**config.mk**
```make
export PLATFORM = sky130hd
export DESIGN_NAME = pixel_sequencer
export DESIGN_NICKNAME = d
export VERILOG_FILES = /design/src/rtl/pixel_sequencer.sv
export SDC_FILE = /design/constraint.sdc
export NUM_CORES = 1
export LEC_CHECK = 0
export CORE_MARGIN = 10
export CORE_UTILIZATION = 58
export CTS_CLUSTER_DIAMETER = 30
export CTS_CLUSTER_SIZE = 16
export DETAILED_ROUTE_END_ITERATION = 12
export GPL_TIMING_DRIVEN = 1
export MAX_ROUTING_LAYER = met4
export PLACE_DENSITY = 0.88
export SYNTH_ARGS = -nofsm -noshare
export SYNTH_HDL_FRONTEND = slang
export SYNTH_SLANG_ARGS = --single-unit
```
**constraint.sdc**
```tcl
create_clock -name clk -period 6.4 [get_ports clk]
set_input_delay 1.28 -clock clk [delete_from_list [all_inputs] [get_ports clk]]
set_output_delay 1.28 -clock clk [all_outputs]
set_load 0.005 [all_outputs]
```
**src/rtl/pixel_sequencer.sv**
```systemverilog
// pixel_sequencer: frame sequencer for the pixel array.
// Runs erase -> programmable exposure -> ramp-ADC conversion -> N-group readout.
// Supports continuous mode, abort, and a one-cycle frame-done pulse.
// All outputs are registered and decoded from the next state, so each strobe
// lines up exactly with the cycles spent in its state.
module pixel_sequencer #(
  parameter int ADC_BITS     = 8,
  parameter int NUM_GROUPS   = 2,
  parameter int ERASE_CYCLES = 5,
  parameter int READ_CYCLES  = 5,
  parameter int EXP_W        = 8
) (
  input  logic                  clk,
  input  logic                  reset,
  input  logic                  start,
  input  logic                  abort,
  input  logic                  contMode,
  input  logic [EXP_W-1:0]      expTime,
  output logic                  erase,
  output logic                  expose,
  output logic                  convert,
  output logic [NUM_GROUPS-1:0] read,
  output logic                  anaReset,
  output logic                  anaBias1,
  output logic                  anaRamp,
  output logic [ADC_BITS-1:0]   cntData,
  output logic                  busy,
  output logic                  frameDone
);

  // The phase counter must hold the longest phase length minus one.
  localparam int W0 = (ADC_BITS > EXP_W) ? ADC_BITS : EXP_W;
  localparam int W1 = $clog2(ERASE_CYCLES + 1);
  localparam int W2 = $clog2(READ_CYCLES + 1);
  localparam int W3 = (W0 > W1) ? W0 : W1;
  localparam int CW = ((W3 > W2) ? W3 : W2) + 1;
  localparam int GW = (NUM_GROUPS > 1) ? $clog2(NUM_GROUPS) : 1;

  typedef enum logic [2:0] {
    S_IDLE, S_ERASE, S_EXPOSE, S_CONVERT, S_READ
  } state_e;

  state_e                  state_q, state_d;
  logic [CW-1:0]           cnt_q, cnt_d;
  logic [GW-1:0]           grp_q, grp_d;
  logic [EXP_W-1:0]        exp_q, exp_d;
  logic [ADC_BITS-1:0]     cnt_data_q, cnt_data_d;
  logic                    erase_q, erase_d;
  logic                    expose_q, expose_d;
  logic                    convert_q, convert_d;
  logic [NUM_GROUPS-1:0]   read_q, read_d;
  logic                    busy_q, busy_d;
  logic                    frame_done_q, frame_done_d;

  logic [EXP_W-1:0]        exp_in;
  logic [CW-1:0]           exp_last;

  // A zero exposure request is stretched to one cycle.
  assign exp_in   = (expTime == '0) ? EXP_W'(1) : expTime;
  assign exp_last = CW'(exp_q) - CW'(1);

  // Next-state, phase counters and decoded outputs.
  always_comb begin
    state_d      = state_q;
    cnt_d        = cnt_q + CW'(1);
    grp_d        = grp_q;
    exp_d        = exp_q;
    cnt_data_d   = cnt_data_q;
    frame_done_d = 1'b0;
    case (state_q)
      S_IDLE: begin
        cnt_d = '0;
        if (start && !abort) begin
          state_d = S_ERASE;
          exp_d   = exp_in;
        end
      end
      S_ERASE: begin
        if (cnt_q == CW'(ERASE_CYCLES - 1)) begin
          state_d = S_EXPOSE;
          cnt_d   = '0;
        end
      end
      S_EXPOSE: begin
        if (cnt_q == exp_last) begin
          state_d    = S_CONVERT;
          cnt_d      = '0;
          cnt_data_d = '0;
        end
      end
      S_CONVERT: begin
        // The conversion count itself times the phase; it stops at all-ones
        // and holds there for the column latches.
        if (cnt_data_q == '1) begin
          state_d = S_READ;
          cnt_d   = '0;
          grp_d   = '0;
        end else begin
          cnt_data_d = cnt_data_q + ADC_BITS'(1);
        end
      end
      S_READ: begin
        if (cnt_q == CW'(READ_CYCLES - 1)) begin
          cnt_d = '0;
          if (grp_q == GW'(NUM_GROUPS - 1)) begin
            grp_d        = '0;
            frame_done_d = 1'b1;
            if (contMode) begin
              state_d = S_ERASE;
              exp_d   = exp_in;
            end else begin
              state_d = S_IDLE;
            end
          end else begin
            grp_d = grp_q + GW'(1);
          end
        end
      end
      default: state_d = S_IDLE;
    endcase
    // Abort overrides every transition, including the frame-done one.
    if (abort && state_q != S_IDLE) begin
      state_d      = S_IDLE;
      cnt_d        = '0;
      grp_d        = '0;
      cnt_data_d   = '0;
      frame_done_d = 1'b0;
    end
    erase_d   = (state_d == S_ERASE);
    expose_d  = (state_d == S_EXPOSE);
    convert_d = (state_d == S_CONVERT);
    busy_d    = (state_d != S_IDLE);
    read_d    = (state_d == S_READ) ? (NUM_GROUPS'(1) << grp_d) : '0;
  end

  // State, counters and registered outputs.
  always_ff @(posedge clk or negedge reset) begin
    if (!reset) begin
      state_q      <= S_IDLE;
      cnt_q        <= '0;
      grp_q        <= '0;
      exp_q        <= '0;
      cnt_data_q   <= '0;
      erase_q      <= 1'b0;
      expose_q     <= 1'b0;
      convert_q    <= 1'b0;
      read_q       <= '0;
      busy_q       <= 1'b0;
      frame_done_q <= 1'b0;
    end else begin
      state_q      <= state_d;
      cnt_q        <= cnt_d;
      grp_q        <= grp_d;
      exp_q        <= exp_d;
      cnt_data_q   <= cnt_data_d;
      erase_q      <= erase_d;
      expose_q     <= expose_d;
      convert_q    <= convert_d;
      read_q       <= read_d;
      busy_q       <= busy_d;
      frame_done_q <= frame_done_d;
    end
  end

  assign erase     = erase_q;
  assign anaReset  = erase_q;
  assign expose    = expose_q;
  assign convert   = convert_q;
  assign anaBias1  = convert_q;
  assign anaRamp   = convert_q;
  assign read      = read_q;
  assign cntData   = cnt_data_q;
  assign busy      = busy_q;
  assign frameDone = frame_done_q;

endmodule
```
==> results.sh, run 1 <==
export IMPL_status="finished clean"
export IMPL_yosysUniqueCellTypes=55
export IMPL_tightest_slew_ns=0.882
export IMPL_cpPeakStageDelay_ns=0.68
export IMPL_max_slew_margin_rel=0.411
export IMPL_drt_iter0_drc=155
export IMPL_critPathLaunchType="primary input"
export IMPL_postLayoutCellArea_um2=2470
export IMPL_use_met3=0.0473
export IMPL_cts_buffer_depth=2
export IMPL_startpoint="abort"
export IMPL_place_area_um2=2400
export IMPL_hold_buffers=0
export IMPL_path_buf_inv=2
export IMPL_hold_class="register to register"
export IMPL_syn_num_nets=236
export IMPL_synthCells=218
export IMPL_die_height_um=80.0
export IMPL_globalRouteOverflowTotal=0
export IMPL_ant_nets=0
export IMPL_first_global_vias=1588
export IMPL_crit_arrival_ns=3.36
export IMPL_timing_rr_end="anaReset"
export IMPL_clkTransAtPathRegs_ns=0.11
export IMPL_dpl_hpwl_um=3320
export IMPL_dr_pass1_iters=5
export IMPL_ys_ff_latch=36
export IMPL_drc=0
export IMPL_cts_max_level=2
export IMPL_critPathCaptureType="register"
export IMPL_row_count=21
export IMPL_hold_start="cntData[1]"
export IMPL_dpl_cell_count=284
export IMPL_clk_latency_ns=0.35
export IMPL_ctsRootBufferMaster="clkbuf_4"
export IMPL_finClkSkew_ns=0.0118
export IMPL_routabilityCongestion=0.864
export IMPL_rsz0062_at_grt="false"
export IMPL_critical_path_required_ns=6.69
export IMPL_setup_viol=0
export IMPL_initial_utilization=0.612
export IMPL_fp_coreArea_um2=3420
export IMPL_slew_viol_final=0
export IMPL_min_to="cntData[1]"
export IMPL_synthTopCellsByArea="dfrtp_1 43%, xor2_1 3.8%, nor2_1 3.6%"
export IMPL_synth_edff_count=0
export IMPL_vias=1695
export IMPL_drive_gt1_frac=0.0935
export IMPL_rrSetupSlack_ns=3.72
export IMPL_yosys_area_top_type_share=0.431
export IMPL_p_leak_uw=0.00113
export IMPL_met2_usage=0.222
export IMPL_power_uw=736
export IMPL_async_flop_share=1.00
export IMPL_fmax_mhz=325
export IMPL_crit_type="primary input to register"
export IMPL_cts_made_buffers=5
export IMPL_crit_chain="clkdlybuf4s50_1 -> inv_1 -> nand3_1 -> a21boi_1 -> o21ai_1 -> o31ai_2 -> and3_1"
export IMPL_tritoncts="done"
export IMPL_synthTopCellsByCount="36 x dfrtp_1, 20 x nor2_1, 16 x nand2_1"
export IMPL_yosysMostFrequentCell="dfrtp_1"
export IMPL_busiest_layer="met2"
export IMPL_cap_violations=0
export IMPL_finalSetupTns_ns=0
export IMPL_ir_drop_mv=0.150
export IMPL_rr_worst_depth=8
export IMPL_antenna_found_initial=0
export IMPL_slowest_stage="a21boi_1"
export IMPL_die_area_um2=6400
export IMPL_syn_area_um2=2090
export IMPL_vias_per_cell=5.80
export IMPL_grt_max_degree=37
export IMPL_area_growth_pct=18.4
export IMPL_post_cts_buffers=0
export IMPL_clock_sinks=36
export IMPL_ys_warn_count=0
export IMPL_min_period_ns=3.08
export IMPL_period_share=0.481
export IMPL_gr_usage_all_layers=0.151
export IMPL_synth_top_area_cell="dfrtp_1"
export IMPL_fin_nets=263
export IMPL_crit_fanout=13
export IMPL_ys_flop_type="dfrtp_1"
export IMPL_r2r_start="cnt_q[0]"
export IMPL_ys_seq_area_frac=0.431
export IMPL_avgSynthCellArea_um2=9.58
export IMPL_final_cells=292
export IMPL_grt_pass1_wl_um=7590
export IMPL_final_core_util=0.724
export IMPL_powerDensity_nw_per_um2=298
export IMPL_io_buffers=30
export IMPL_cts_resized=0
export IMPL_finalHoldViolations=0
export IMPL_ios=31
export IMPL_holdPathStages=1
export IMPL_n_fill_cell=257
export IMPL_cp_top_family="compound AO/OA/AOI/OAI gates"
export IMPL_wirelength_um=4500
export IMPL_wl_per_cell_um=15.4
export IMPL_die_w_um=80.0
export IMPL_diodes=0
export IMPL_met1_usage=0.197
-- logic make-up after synthesis --
| logic type | share of synthesized area |
|---|---|
| AND/OR/NAND/NOR | 0.230 |
| adder cells (fa/ha/maj) | 0.0347 |
| XOR/XNOR | 0.0671 |
| AO/OA/AOI/OAI | 0.162 |
| flip-flops | 0.431 |
| multiplexers | 0.0263 |
| buffers and inverters | 0.0491 |
-- worst reg2reg max path, stage by stage, from the launching register on --
cell and delay (ns):
dfrtp_1 0.47, inv_1 0.09, ha_1 0.14, nor4b_1 0.50
nand3_1 0.14, a21boi_1 0.74, o21ai_1 0.19, o31ai_2 0.14
and3_1 0.22
-- where the power goes --
part	total, uW	switching, uW	internal, uW
logic	261	141	120
clock network	158	76.1	81.9
registers	317	53.1	264
-- final cells by class --
type	count	area (um2)	share of cell area
clock buffers	6	41.3	0.0167
inverters	12	45.0	0.0182
well taps	46	57.6	0.0233
multi-input cells	159	1090	0.439
repair buffers	31	308	0.124
clock inverters	2	35.0	0.0142
flip-flops and latches	36	901	0.364
-- cell usage in the layout (no fill, tap or decap), types with 2 or more instances in the layout --
| master | n |
|---|---|
| dfrtp_1 | 36 |
| nor3_1 | 3 |
| nor4_1 | 5 |
| nand2_1 | 16 |
| nand2b_1 | 4 |
| a21o_1 | 2 |
| ha_1 | 5 |
| mux2_2 | 3 |
| and2_1 | 3 |
| nor2_1 | 20 |
| nor4b_1 | 2 |
| a21o_2 | 2 |
| o21ai_0 | 7 |
| a211o_1 | 4 |
| o2bb2ai_1 | 2 |
| a31oi_1 | 2 |
| xnor2_1 | 7 |
| o31ai_2 | 2 |
| nand4_1 | 3 |
| clkbuf_4 | 5 |
| xor2_1 | 9 |
| clkdlybuf4s50_1 | 30 |
| inv_1 | 12 |
| nand3_1 | 11 |
| nor2b_1 | 3 |
| a21oi_1 | 8 |
| and3_1 | 9 |
-- routing by layer --
layer	vias to the layer above	part of all wire
met5	-	0
met4	0	0.0098
met3	5	0.072
met2	61	0.47
met1	798	0.45
li1	831	-
-- state kept, by name (all words and copies together) (netlist names), 2 cells and up --
register,flops
cntData,8
read,2
exp_q,8
cnt_q,9
state_q,3
-- worst max-delay path by stage --
| stage | cells after the start | slack (ns) | endpoint |
|---|---|---|---|
| after global placement | 7 | 3.06 | anaReset |
| after floorplan | 6 | 3.92 | exp_q[4] |
| after CTS | 7 | 3.35 | anaReset |
| after global routing | 7 | 3.10 | anaReset |
| final | 7 | 3.32 | anaReset |
| after detailed placement | 7 | 2.99 | anaReset |
-- through the flow --
stage	hold slack [ns]	setup slack (ns)
2_1_floorplan	0.516	3.92
3_3_place_gp	0.534	3.06
3_5_place_dp	0.541	2.99
4_1_cts	0.572	3.35
5_1_grt	0.601	3.10
6_report	0.567	3.32
No activity file was read; power rests on OpenSTA's default activity.
==> run 2: changes to the inputs <==
Settings changed: CORE_UTILIZATION 58 to 49, PLACE_DENSITY 0.88 to 0.79.
Clock period 6.4 ns to 2.6 ns, I/O delays scaled along.
==> results.sh, run 2 (synthesized netlist as in run 1, its figures left out) <==
export IMPL_period_share=0.884
export IMPL_critPathLaunchType="register"
export IMPL_postLayoutCellArea_um2=2530
export IMPL_critPathCaptureType="register"
export IMPL_routabilityCongestion=0.912
export IMPL_cap_violations=0
export IMPL_hold_class="register to register"
export IMPL_timing_hold_ws_ns=0.564
export IMPL_clk_latency_ns=0.30
export IMPL_vias=1749
export IMPL_crit_chain="inv_1 -> ha_1 -> xor2_1 -> nand2_1 -> nor4_4 -> o21ai_2 -> o31a_4 -> a211o_1"
export IMPL_power_uw=1830
export IMPL_hold_buffers=0
export IMPL_vias_per_cell=5.79
export IMPL_fmax_mhz=435
export IMPL_max_slew_margin_rel=0.669
export IMPL_die_area_um2=7280
export IMPL_tritoncts="done"
export IMPL_finalWorstSetupSlack_ns=0.301
export IMPL_initial_utilization=0.515
export IMPL_cts_made_buffers=5
export IMPL_layout_commonest_cell="dfrtp_1"
export IMPL_largest_register_ffs=9
export IMPL_clock_sinks=36
export IMPL_cts_max_level=2
export IMPL_clkTransAtPathRegs_ns=0.07
export IMPL_status="finished clean"
export IMPL_min_period_ns=2.30
export IMPL_diodes=0
export IMPL_crit_arrival_ns=2.48
export IMPL_row_count=23
export IMPL_place_area_um2=2450
export IMPL_multi_input_area_um2=1090
export IMPL_finClkSkew_ns=0.0105
export IMPL_grt_pass1_wl_um=8080
export IMPL_finalHoldViolations=0
export IMPL_post_cts_buffers=0
export IMPL_gr_usage_all_layers=0.136
export IMPL_die_w_um=85.3
export IMPL_drive_gt1_frac=0.119
export IMPL_globalRouteOverflowTotal=0
export IMPL_holdPathStages=2
export IMPL_rsz0062_at_grt="false"
export IMPL_finalSetupTns_ns=0
export IMPL_crit_type="register to register"
export IMPL_slew_viol_final=0
export IMPL_p_leak_uw=0.00116
export IMPL_dpl_hpwl_um=3450
export IMPL_ctsRootBufferMaster="clkbuf_8"
export IMPL_dp_slack_ns=0.282
export IMPL_regArea_um2=901
export IMPL_cpPeakStageDelay_ns=0.45
export IMPL_area_growth_pct=21.3
export IMPL_wl_per_cell_um=15.2
export IMPL_antenna_found_initial=0
export IMPL_grt_max_degree=37
export IMPL_ant_nets=0
export IMPL_powerDensity_nw_per_um2=722
export IMPL_n_fill_cell=344
export IMPL_tightest_slew_ns=0.497
export IMPL_slowest_stage="dfrtp_1"
export IMPL_layout_cells_most_common_list="36 x dfrtp_1, 30 x clkdlybuf4s50_1, 20 x nor2_1"
export IMPL_cts_buffer_depth=2
export IMPL_ios=31
export IMPL_critical_path_required_ns=2.78
export IMPL_cts_resized=0
export IMPL_setup_viol=0
export IMPL_ir_drop_mv=0.281
export IMPL_drt_iter0_drc=120
export IMPL_wirelength_um=4600
export IMPL_rr_worst_depth=8
export IMPL_io_buffers=30
export IMPL_fin_nets=269
export IMPL_drc=0
export IMPL_crit_fanout=8
export IMPL_fp_coreArea_um2=4060
export IMPL_die_height_um=85.3
export IMPL_first_global_vias=1705
export IMPL_regMostFlops="cnt_q"
export IMPL_dr_pass1_iters=4
run 2: changes by cell type in the layout (fill, tap and decap cells not counted):
cell | before | now
buf_4 | 1 | 7
bufinv_16 | 1 | 0
clkbuf_1 | 1 | 0
clkbuf_4 | 5 | 0
clkbuf_8 | 0 | 5
clkinv_2 | 1 | 2
clkinv_4 | 0 | 1
run 2: worst max-delay path: cells and delay by family, from the launching register on:
family	cells	cell delay, ns
AOI/OAI and AO/OA	3	0.83
xor gates and xnor gates	1	0.15
adders and majority gates	1	0.32
buffers and inverters	1	0.08
DFF	1	0.45
and+or+nand+nor	2	0.35
run 2: final timing paths:
path | from | endpoint | slack (ns)
worst max-delay path | exp_q[0] | cntData[7] | 0.30
worst min-delay path | cnt_q[0] | cnt_q[0] | 0.56
worst max register to register | exp_q[0] | cntData[7] | 0.30
worst min register to register | cnt_q[0] | cnt_q[0] | 0.56
max in group asynchronous | reset | cntData[7] | 1.65
min in group asynchronous | reset | cntData[1] | 0.63
run 2: power breakdown:
group / total, uW / leakage, uW / internal [uW] / switching, uW
clock network: 398 / 0.0000479 / 187 / 211
registers: 772 / 0.000482 / 651 / 121
logic: 661 / 0.000633 / 309 / 352
run 2: cell type report:
class	instances	share of cell area
Multi-Input combinational cell	159	0.428
Sequential cell	36	0.355
Timing Repair Buffer	37	0.139
Clock buffer	5	0.0271
Tap cell	50	0.0247
Inverter	12	0.0178
Clock inverter	3	0.00740
run 2: stage by stage:
step                 util  cells
global route        0.625    302
global placement    0.603    294
floorplan               -    218
CTS                 0.625    302
detailed placement  0.603    294
finish              0.625    302
run 2: metal layers:
layer	vias to the layer above	global-route usage	routed length, um
met5	-	-	0
met4	0	0.0629	95
met3	9	0.0335	287
met2	53	0.198	2070
met1	844	0.172	2150
li1	843	-	-
==> run 3: changes to the inputs <==
Settings changed: ABC_CLOCK_PERIOD_IN_PS set to 2600.
==> results of run 3 <==
Same layout as run 2: the final DEF is identical, and so are final timing and power.
